## src/rtl/dmem_arbiter.sv

```systemverilog
// rtl/dmem_arbiter.sv - two-port arbiter/sequencer for the single-port data memory
// Core and aux share one access per cycle; aux has anti-starvation and locked bursts.
module dmem_arbiter #(
    parameter int DEPTH        = 1024,
    parameter int STARVE_LIMIT = 4
) (
    input  logic        clk,
    input  logic        rst,
    input  logic        core_req,
    input  logic        core_we,
    input  logic [31:0] core_addr,
    input  logic [31:0] core_wdata,
    output logic        core_gnt,
    output logic        core_rvalid,
    output logic        core_err,
    input  logic        aux_req,
    input  logic        aux_we,
    input  logic [31:0] aux_addr,
    input  logic [31:0] aux_wdata,
    input  logic        aux_lock,
    output logic        aux_gnt,
    output logic        aux_rvalid,
    output logic        aux_err,
    output logic [31:0] rdata,
    output logic [31:0] mem_A,
    output logic [31:0] mem_writeData,
    output logic        mem_writeEnable,
    input  logic [31:0] mem_RD
);

    typedef enum logic {ARB, AUX_LOCK} state_t;

    localparam logic [3:0]  LIMIT   = 4'(STARVE_LIMIT);
    localparam logic [31:0] DEPTH_W = 32'(DEPTH);

    state_t      state, state_nxt;
    logic [3:0]  starve_cnt, starve_nxt;
    logic        lock_hold;
    logic        any_gnt;
    logic        sel_we;
    logic        bad;
    logic [31:0] sel_addr;

    always_comb begin
        core_gnt   = 1'b0;
        aux_gnt    = 1'b0;
        state_nxt  = ARB;
        starve_nxt = 4'd0;
        // Lock only persists while aux keeps asserting aux_lock; the release cycle arbitrates normally.
        lock_hold  = (state == AUX_LOCK) && aux_lock;
        if (!rst) begin
            if (lock_hold)
                aux_gnt = aux_req;
            else if (aux_req && starve_cnt == LIMIT)
                aux_gnt = 1'b1;
            else if (core_req)
                core_gnt = 1'b1;
            else
                aux_gnt = aux_req;
        end
        if (lock_hold || (aux_gnt && aux_lock))
            state_nxt = AUX_LOCK;
        if (aux_req && !aux_gnt)
            starve_nxt = (starve_cnt == LIMIT) ? LIMIT : starve_cnt + 4'd1;
    end

    assign any_gnt  = core_gnt | aux_gnt;
    assign sel_addr = aux_gnt ? aux_addr : core_addr;
    assign sel_we   = aux_gnt ? aux_we : core_we;
    assign bad      = (sel_addr[1:0] != 2'b00) || ({2'b00, sel_addr[31:2]} >= DEPTH_W);

    assign mem_A           = {2'b00, sel_addr[31:2]};
    assign mem_writeData   = aux_gnt ? aux_wdata : core_wdata;
    assign mem_writeEnable = any_gnt & sel_we & ~bad;

    always_ff @(posedge clk or posedge rst) begin
        if (rst) begin
            state       <= ARB;
            starve_cnt  <= 4'd0;
            rdata       <= 32'd0;
            core_rvalid <= 1'b0;
            core_err    <= 1'b0;
            aux_rvalid  <= 1'b0;
            aux_err     <= 1'b0;
        end else begin
            state       <= state_nxt;
            starve_cnt  <= starve_nxt;
            core_rvalid <= core_gnt;
            core_err    <= core_gnt & bad;
            aux_rvalid  <= aux_gnt;
            aux_err     <= aux_gnt & bad;
            if (any_gnt)
                rdata <= (sel_we || bad) ? 32'd0 : mem_RD;
        end
    end

endmodule

```

## config.mk

```make
export PLATFORM = sky130hd
export DESIGN_NAME = dmem_arbiter
export DESIGN_NICKNAME = d
export VERILOG_FILES = /design/src/rtl/dmem_arbiter.sv
export SDC_FILE = /design/constraint.sdc
export NUM_CORES = 1
export LEC_CHECK = 0
export CORE_AREA = 2 2 104 106
export CTS_CLUSTER_DIAMETER = 60
export CTS_CLUSTER_SIZE = 28
export DETAILED_ROUTE_END_ITERATION = 8
export DIE_AREA = 0 0 106 108
export DONT_BUFFER_PORTS = 1
export MAX_ROUTING_LAYER = met4
export PLACE_DENSITY = 0.39
export SKIP_LAST_GASP = 1
export SLEW_MARGIN = 30
export SYNTH_ARGS = -nofsm -noshare
export SYNTH_HDL_FRONTEND = slang
export SYNTH_SLANG_ARGS = --single-unit
```

## constraint.sdc

```tcl
create_clock -name clk -period 6 [get_ports clk]
set_clock_uncertainty 0.05 [all_clocks]
set_input_delay 1.2 -clock clk [delete_from_list [all_inputs] [get_ports clk]]
set_output_delay 1.2 -clock clk [all_outputs]
set_load 0.01 [all_outputs]
```

# Word level (Yosys, flattened, before mapping)
# Index checks and enable logic that the tools add are counted.
[word_totals]
in_bits = 167
ff_bits = 41
output_inout_bits = 103
[op_classes]
mux = 15
bitwise_logic = 6
n_reduce_logical = 9
add_sub_neg = 1
n_eq_ne = 1
order_cmp = 1
[ops]
columns = ["operator", "count"]
rows = [
  ["$mux 32", 3],
  ["$ge 30x11->1 const B", 1],
  ["$mux 1", 10],
  ["$mux 4", 2],
  ["$add 4x1->4 const B", 1],
  ["$and 1x1->1", 4],
  ["$eq 4x3->1 const B", 1],
  ["$logic_and 1x1->1", 4],
  ["$logic_or 1x1->1", 3],
  ["$reduce_bool 2->1", 1],
  ["$logic_not 1->1", 1],
  ["$not 1->1", 1],
  ["$or 1x1->1", 1],
]

# Logic depth before layout (Yosys ltp)
# Gate-level depths: netlist of the first run.
[depth]
ltp_word = 10
mapped_depth = 8

# Worst setup path before layout of the first run
# No wires, ideal clock.
[synth_timing]
path_kind = "input -> output"
start = "in rst"
end = "out mem_A[14]"
path_slack_ns = 1.501
required_time_ns = 4.750
t_arrival_ns = 3.249
path_buffers = 2
stages = 5
cell_sequence = "inv_1 o211a_4 buf_2 buf_2 mux2_1"
[synth_between]
elab_chain_len = 2
[synth_lines]
columns = ["item", "line", "source"]
rows = [
  ["start: declaration", "8", "input logic rst,"],
  ["$mux 1", "51", "if (!rst) begin"],
  ["named net aux_gnt", "21", "output logic aux_gnt,"],
  ["$mux 32", "68", "assign sel_addr = aux_gnt ? aux_addr : core_addr;"],
  ["end: declaration", "25", "output logic [31:0] mem_A,"],
]
# The timed path passes the listed nets, and every way through them passes these cells.

# Final worst setup path of the first run
[layout_timing]
start = "in core_req"
end = "out mem_writeEnable"
[layout_between]
elab_chain_len = 9
elab_cells_between_ends = 17
[layout_lines]
columns = ["item", "line", "source"]
rows = [
  ["start: declaration", "9", "input logic core_req,"],
  ["$mux 1 (*)", "56", "else if (core_req)"],
  ["$mux 1 (*)", "54", "else if (aux_req && starve_cnt == LIMIT)"],
  ["$mux 1 (*)", "52", "if (lock_hold)"],
  ["$mux 1 (*)", "51", ""],
  ["named net aux_gnt", "21", ""],
  ["$mux 32", "68", ""],
  ["$ge 30x11->1 or $reduce_bool 2->1 (tied branches)", "70", "assign bad = (sel_addr[1:0] != 2'b00) || ({2'b00, sel_addr[31:2]} >= DEPTH_W);"],
  ["$logic_or 1x1->1", "70", ""],
  ["$not 1->1", "74", "assign mem_writeEnable = any_gnt & sel_we & ~bad;"],
  ["$and 1x1->1 (*)", "74", ""],
  ["end: declaration", "27", "output logic mem_writeEnable,"],
]
# The timed path passes the listed nets; every way through them passes the cells marked *.

==> results of run 1 <==
[worst paths after layout]
check | from | end | cells past startpoint
setup / recovery | core_req | mem_writeEnable | 5
hold / removal | starve_cnt[0] | starve_cnt[0] | 1
setup reg to reg | starve_cnt[0] | rdata[26] | 7
hold reg to reg | starve_cnt[0] | starve_cnt[0] | 1
max in group asynchronous | rst | rdata[3] | 2
min in group asynchronous | rst | state | 2
[power by group through the flow]
stage	sequential, mW	clock (mW)	combinational [mW]
after global routing	0.284	0.197	0.103
after floorplan	0.288	0	0.0803
after global placement	0.289	0	0.0974
final	0.283	0.176	0.0954
after CTS	0.283	0.186	0.0980
after detailed placement	0.289	0	0.0971
[flip-flops by register name, summed over array words and instances (netlist names)]
register     count
rdata           32
core_err         1
starve_cnt       4
aux_rvalid       1
state            1
core_rvalid      1
aux_err          1
[cells in the final DEF (no fill, tap or decap), types with 4 or more instances in the layout]
master,n
sky130_fd_sc_hd__dfrtp_1,41
sky130_fd_sc_hd__mux2_2,32
sky130_fd_sc_hd__inv_1,5
sky130_fd_sc_hd__a22o_1,32
sky130_fd_sc_hd__nor3_1,4
sky130_fd_sc_hd__mux2_1,30
sky130_fd_sc_hd__nor4_1,6
sky130_fd_sc_hd__clkbuf_8,5
sky130_fd_sc_hd__nor2_1,9
sky130_fd_sc_hd__or4_1,4
[per-layer routing]
metal	up-vias	global-route usage	wire length, um
met5	-	-	0
met4	0	0.0282	22
met3	2	0.0356	823
met2	147	0.212	4040
met1	825	0.172	3420
li1	760	-	-
[synthesized netlist by cell type]
master,n
sky130_fd_sc_hd__nor2_1,9
sky130_fd_sc_hd__mux2_4,1
sky130_fd_sc_hd__a22o_1,32
sky130_fd_sc_hd__o22ai_1,1
sky130_fd_sc_hd__a21oi_1,1
sky130_fd_sc_hd__dfrtp_1,41
sky130_fd_sc_hd__a22oi_1,1
sky130_fd_sc_hd__and2_1,2
sky130_fd_sc_hd__o211a_4,1
sky130_fd_sc_hd__o22a_1,1
sky130_fd_sc_hd__buf_2,7
sky130_fd_sc_hd__buf_4,2
sky130_fd_sc_hd__and3b_4,1
sky130_fd_sc_hd__nor3_1,4
sky130_fd_sc_hd__buf_8,3
sky130_fd_sc_hd__mux2_1,30
sky130_fd_sc_hd__nor4_1,6
sky130_fd_sc_hd__a21bo_1,1
sky130_fd_sc_hd__conb_1,1
sky130_fd_sc_hd__nand3_1,2
sky130_fd_sc_hd__nand2_1,1
sky130_fd_sc_hd__ha_1,2
sky130_fd_sc_hd__mux2_2,32
sky130_fd_sc_hd__inv_1,6
sky130_fd_sc_hd__o21ai_0,2
sky130_fd_sc_hd__or4_1,4
sky130_fd_sc_hd__o2111a_4,1
sky130_fd_sc_hd__o21a_1,1
sky130_fd_sc_hd__o21ai_1,1
sky130_fd_sc_hd__a21o_1,1
sky130_fd_sc_hd__clkbuf_1,3
sky130_fd_sc_hd__nand2b_1,2
sky130_fd_sc_hd__nand4_1,2
[worst max-delay path: stages]
cell	delay [ns]
sky130_fd_sc_hd__a21bo_1	0.22
sky130_fd_sc_hd__o211a_4	0.52
sky130_fd_sc_hd__nor2_1	0.30
sky130_fd_sc_hd__a22oi_1	0.15
sky130_fd_sc_hd__nor3_1	0.46
[layout make-up]
class                           count  area, um^2
Tap cell                          136         170
Timing Repair Buffer                1        7.51
Sequential cell                    41        1030
Clock buffer                        5        68.8
Inverter                            6        22.5
Multi-Input combinational cell    144        1320
Fill cell                        1080        7600
Clock inverter                      3        17.5
[metrics by stage]
stage,std cells,area [um^2],utilization
global route,336,2630,0.257
finish,336,2630,0.257
detailed placement,328,2540,0.249
global placement,328,2540,0.249
floorplan,206,2470,-
CTS,336,2630,0.257
[cell families (layout without fill, tap and decap cells)]
group / Yosys count / in the layout
adder cells (fa/ha/maj): 2 / 2
multiplexers: 63 / 63
flip-flops: 41 / 41
AO/OA/AOI/OAI: 44 / 44
buffers and inverters: 21 / 15
other: 1 / 2
AND/OR/NAND/NOR: 33 / 33
==> results by stage, run 1 <==
GRT:
- Entering global routing, the biggest net connects 69 pins.
- The number of global-route vias before repair is 1756.
- Summed over all layers, the global routing overflow is 0.
- For this run, the total global-route usage over all layers was measured as 0.133.
- The first global-routing pass estimated 11000 um of wire.
- The number of antenna violations at the first check in global routing is 0.

Detailed routing:
- The detailed-route DRC error count is 0.
- The wire length after detailed routing is 8300 um.
- After detailed routing, the number of vias per cell comes to 5.16.
- The routed via count is 1734.
- After the first detailed-routing iteration, the DRC count stood at 89.
- The average routed wire per standard cell is 24.7 um.
- The first detailed-routing pass took 4 iterations.
- The remaining number of nets flagged by the antenna check after routing is 0.

STA:
- The shortest clock period the worst path allows after layout is 4.16 ns.
- Across all hold checks on the routed design, the worst slack comes to 0.456 ns.
- Setup violations remaining at the end of the flow were counted as 0.
- The actual transition at the worst max-transition pin is 0.916 ns.
- Setup slack on the critical path of the routed design comes to 1.84 ns.
- The highest attainable clock frequency is 240 MHz.
- In the final timing run, aggregate negative setup slack is 0 ns.
- The final hold violation count is 0.
- The max-slew violation count is 0.
- Setup repair after global routing left no endpoint under its margin.
- Headroom to the max-slew limit came out at 0.389.
- The portion of the clock cycle consumed by the worst path in the final layout is 0.694.

Power and ir drop:
- The internal power of the cells is 394 uW.
- Of the total power, the share spent switching nets is 0.289.
- VDD sags by at most 0.0846 mV.
- The power density normalized to cell area is 211 nW/um^2.
- Summed over all nets, the switching power comes to 161 uW.
- Of the total power, combinational logic draws 0.172.
- The share of total power dissipated in the clock network is 0.318.
- For this design the static power due to leakage is 1.12 nW.
- The sequential share of power is 0.510.
- The total power consumption of the routed design is 555 uW.

Floorplanning:
- The core outline area is 10200 um^2.
- The initialized floorplan defines 37 standard-cell rows.
- The floorplan step defined a die boundary enclosing 11400 um^2.
- The horizontal extent of the die is 106 um.
- The height of the die is 108 um.
- The starting density of the core is 0.241.
- The count of boundary I/O pins is 270.

Clocking:
- The CTS tree is built.
- Clock-pin slew was measured on the worst setup and hold paths at 0.08 ns.
- CTS built an H-tree with a depth of 2.
- The tree built by TritonCTS fans out to 41 sinks.
- The root buffer cell is sky130_fd_sc_hd__clkbuf_8.
- Once the clock tree was built, the resizer swapped 0 gates to a different size.
- The clock passes through at most 2 buffers.
- For the worst-skew pair, the clock arrives at the later sink with an insertion delay of 0.29 ns.
- The hold buffer count at cts is 0.
- The number of setup buffers added after CTS is 0.
- Clock tree synthesis inserted a total of 5 buffers.

Logic synthesis:
- A synthesized cell averages 12.0 um^2.
- Of the total synthesized cell area, the portion taken by XOR and XNOR cells is 0.
- The sequential share of the synthesized area is 0.416.
- The synthesized flop and latch total is 41.
- The complex-gate fraction of the synthesized area is 0.156.
- The multiplexer share of the synthesized area is 0.289.
- After synthesis, the largest family of logic cells by area is multiplexers.
- The top cell type's share of synthesized area is 0.416.
- By area the synthesized netlist is led by sky130_fd_sc_hd__dfrtp_1, sky130_fd_sc_hd__mux2_2, sky130_fd_sc_hd__mux2_1.
- The number of instances in the synthesized netlist is 205.
- Of the total synthesized cell area, the portion taken by full adders, half adders and majority gates is 0.0101.
- The yosys synthesis warning count is 0.
- In this run, distinct cell masters in the synthesized netlist total 33.
- After synthesis the cells add up to 2470 um^2.
- The post-synthesis share of cell area spent on and, or, nand and nor gates is 0.0751.
- Summed over all instances, the cell type with the most area after synthesis is sky130_fd_sc_hd__dfrtp_1.

Setup path:
- STA classifies the critical path endpoint as an output port.
- The reg2reg setup slack is 3.20 ns.
- The data arrival time of the worst path is 2.91 ns.
- By startpoint and endpoint, the worst setup path is classified as in -> out.
- The biggest fanout along the worst timing path is 68.
- The worst setup path is launched from an input port.
- At the worst endpoint, the required time is 4.75 ns.

Cells and area:
- The repair_antennas step left the layout with diodes totalling 0.
- The layout-stage area growth over the synthesis result is 6.64%.
- In the final layout, the share of cells above drive strength 1 is 0.235.
- The post-layout net count is 368.

Placement:
- The pre-CTS setup slack is 1.85 ns.
- The count of input and output buffers is 0.
- Routability-driven placement finished with a final weighted congestion of 0.882.
- The HPWL after detailed placement is 6740 um.

Worst hold path:
- The worst hold path belongs to the class reg -> reg.

Run status:
- The run finished with clean final reports.

Job:
- The max-capacitance violation count is 0.
Power figures use the tool's default switching activity.
==> run 2, diff against run 1 <==
- clock period: 6 -> 4.1 ns (I/O delays scaled with it)
==> results by stage, run 2 (synthesized netlist as in run 1, its figures left out) <==
Detailed routing:
- The remaining number of nets flagged by the antenna check after routing is 0.
- Wire segments on met3 add up to 852 um in the final route.
- In the routed design, unresolved DRC markers number 0.
- Using the TritonRoute via totals, the vias-per-cell ratio works out to 5.03.
- The detailed router finished its first iteration with 98 violations.
- After detailed routing, the average wire length per cell comes to 24.3 um.
- The routed via count is 1715.
- In the final routing, the length of wire on met1 measures 3350 um.
- In this run the top signal layer used is met4.
- In the detailed route, the total length drawn on met2 is 4040 um.
- Before antenna repair, the detailed router went through 4 iterations.
- The wire length after detailed routing is 8300 um.

Clocking:
- The number of hold buffers added after CTS was 0.
- In this run, post-CTS repair resized a total of 0 instances.
- The insertion delay of the later-clocked pin in the worst-skew pair is 0.29 ns.
- The CTS tree is built.
- In this run the post-CTS setup repair buffer count came out at 0.
- Counting along the longest clock path gives a buffer depth of 2.
- The CTS H-tree depth is 2.
- The CTS clock-pin slew for the worst setup and hold paths is 0.08 ns.
- The root buffer cell is sky130_fd_sc_hd__clkbuf_8.
- The number of clock buffers added by TritonCTS is 5.
- The clock sink total is 41.

STA:
- The final-layout setup total negative slack is 0 ns.
- Timing would allow up to 307 MHz.
- The final hold violation count was 0.
- The max-slew violation count was 0.
- The shortest clock period the worst path allows after layout is 3.25 ns.
- The number of failing setup endpoints in the final timing report is 0.
- The portion of the clock cycle consumed by the worst path in the final layout is 0.794.
- At the pin with the least slew margin, the transition time is 0.557 ns.
- The headroom to the max-slew limit is 0.626.
- Setup repair after global routing left no endpoint under its margin.
- The worst hold margin is 0.451 ns.
- The smallest setup slack after layout is 0.845 ns.

Setup path:
- For the worst flop-to-flop path, the logic depth is 7.
- The data arrival time of the worst path is 2.38 ns.
- STA classifies the critical path endpoint as an output port.
- Of all nets on the critical path, the largest fanout is 22.
- The end point of the critical path is mem_writeEnable.
- The category of the worst setup path launch point is a flop.
- The reg2reg setup slack is 1.81 ns.
- The critical path starts at starve_cnt[0].
- The worst register-to-register path begins at starve_cnt[0].
- The critical path class is reg -> out.
- For the worst setup path, the data required time is 3.23 ns.
- The destination of the worst register-to-register timing path is rdata[2].

Cells and area:
- The most common cell after layout, fill and taps aside is sky130_fd_sc_hd__dfrtp_1.
- The post-layout net count is 370.
- The finished layout holds 341 standard cells, fillers aside.
- The largest register by flop count is rdata.
- The largest registers in the layout are rdata x32, starve_cnt x4.
- Summing all non-filler instances in the final layout gives an area of 2690 um^2.
- The filler cell count in the final layout is 1084.
- The fraction of layout instances using a drive strength above 1 is 0.233.
- For this run, the share of the core covered by cells in the final layout is 0.263.
- The layout-stage area growth over the synthesis result is 9.18%.
- The register with the most flip-flops in the layout has 32 of them.
- In the layout the commonest cells are sky130_fd_sc_hd__dfrtp_1, sky130_fd_sc_hd__a22o_1, sky130_fd_sc_hd__mux2_2, sky130_fd_sc_hd__mux2_1, sky130_fd_sc_hd__nor2_1.

GRT:
- Entering global routing, the biggest net connects 48 pins.
- The global-route wire length before repair is 11000 um.
- The number of global-route vias before repair was 1689.
- For this run the aggregate overflow at the end of global routing stands at 0.
- The number of antenna violations at the first check in global routing is 1.
- The total routing usage reported by global routing is 0.134.

Power and ir drop:
- The worst-case IR drop observed on VDD is 0.150 mV.
- The leakage component of the power is 1.15 nW.
- The total power consumption of the routed design is 891 uW.
- The power density normalized to cell area is 331 nW/um^2.

Placement:
- Prior to clock tree synthesis, the placed netlist has a worst setup slack of 0.883 ns.
- The congestion estimate from routability-driven global placement came to 0.922.
- In this run the cell area measured after placement is 2570 um^2.
- The cell total after placement is 330.
- The count of input and output buffers is 0.
- Detailed placement ended at an HPWL of 6810 um.

Worst hold path:
- The worst hold path belongs to the class reg -> reg.

Floorplanning:
- In this run the horizontal extent of the chip is 106 um.
- The core outline area is 10200 um^2.
- Pin placement for this block handled 270 I/O pins.
- The starting density of the core is 0.241.
- The area of the die is 11400 um^2.
- The height of the die is 108 um.
- The total number of placement rows is 37.

Job:
- Max-cap violations in this run came to 0.

Run status:
- The run finished with clean final reports.
run 2: layer usage:
metal,GRT usage,vias up
li1,-,766
met1,0.166,805
met2,0.217,138
met3,0.0404,6
met4,0.0282,0
met5,-,-
run 2: how the worst min path moves through the flow:
stage                             start       endpoint  slack [ns]  cells after the start
final                     starve_cnt[0]  starve_cnt[0]        0.45                      1
after global routing      starve_cnt[0]  starve_cnt[0]        0.48                      1
after CTS                 starve_cnt[0]  starve_cnt[0]        0.45                      1
after detailed placement  starve_cnt[0]  starve_cnt[0]        0.44                      1
after global placement    starve_cnt[0]  starve_cnt[0]        0.44                      1
after floorplan           starve_cnt[0]  starve_cnt[0]        0.41                      1
run 2: worst max-delay path, stage by stage, from the launching register on:
cell and delay (ns):
sky130_fd_sc_hd__dfrtp_1 0.39, sky130_fd_sc_hd__inv_1 0.06, sky130_fd_sc_hd__ha_1 0.22, sky130_fd_sc_hd__and3b_4 0.22, sky130_fd_sc_hd__o211a_4 0.35, sky130_fd_sc_hd__nor2_1 0.23
sky130_fd_sc_hd__a22oi_1 0.14, sky130_fd_sc_hd__nor3_1 0.49
run 2: final cells by class:
type	count	area [um^2]	share of cell area
multi-input combinational	144	1320	0.489
sequential	41	1030	0.381
tap	136	170	0.0632
clock buffer	7	86.3	0.0320
timing repair buffer	3	35.0	0.0130
clock inverter	1	30.0	0.0111
inverter	6	22.5	0.00836
antenna	3	7.51	0.00279
run 2: power by group:
| group | leakage [nW] | switching [mW] | internal (mW) |
|---|---|---|---|
| combinational | 0.521 | 0.0892 | 0.0523 |
| clock | 0.0585 | 0.137 | 0.199 |
| sequential | 0.567 | 0.00497 | 0.409 |
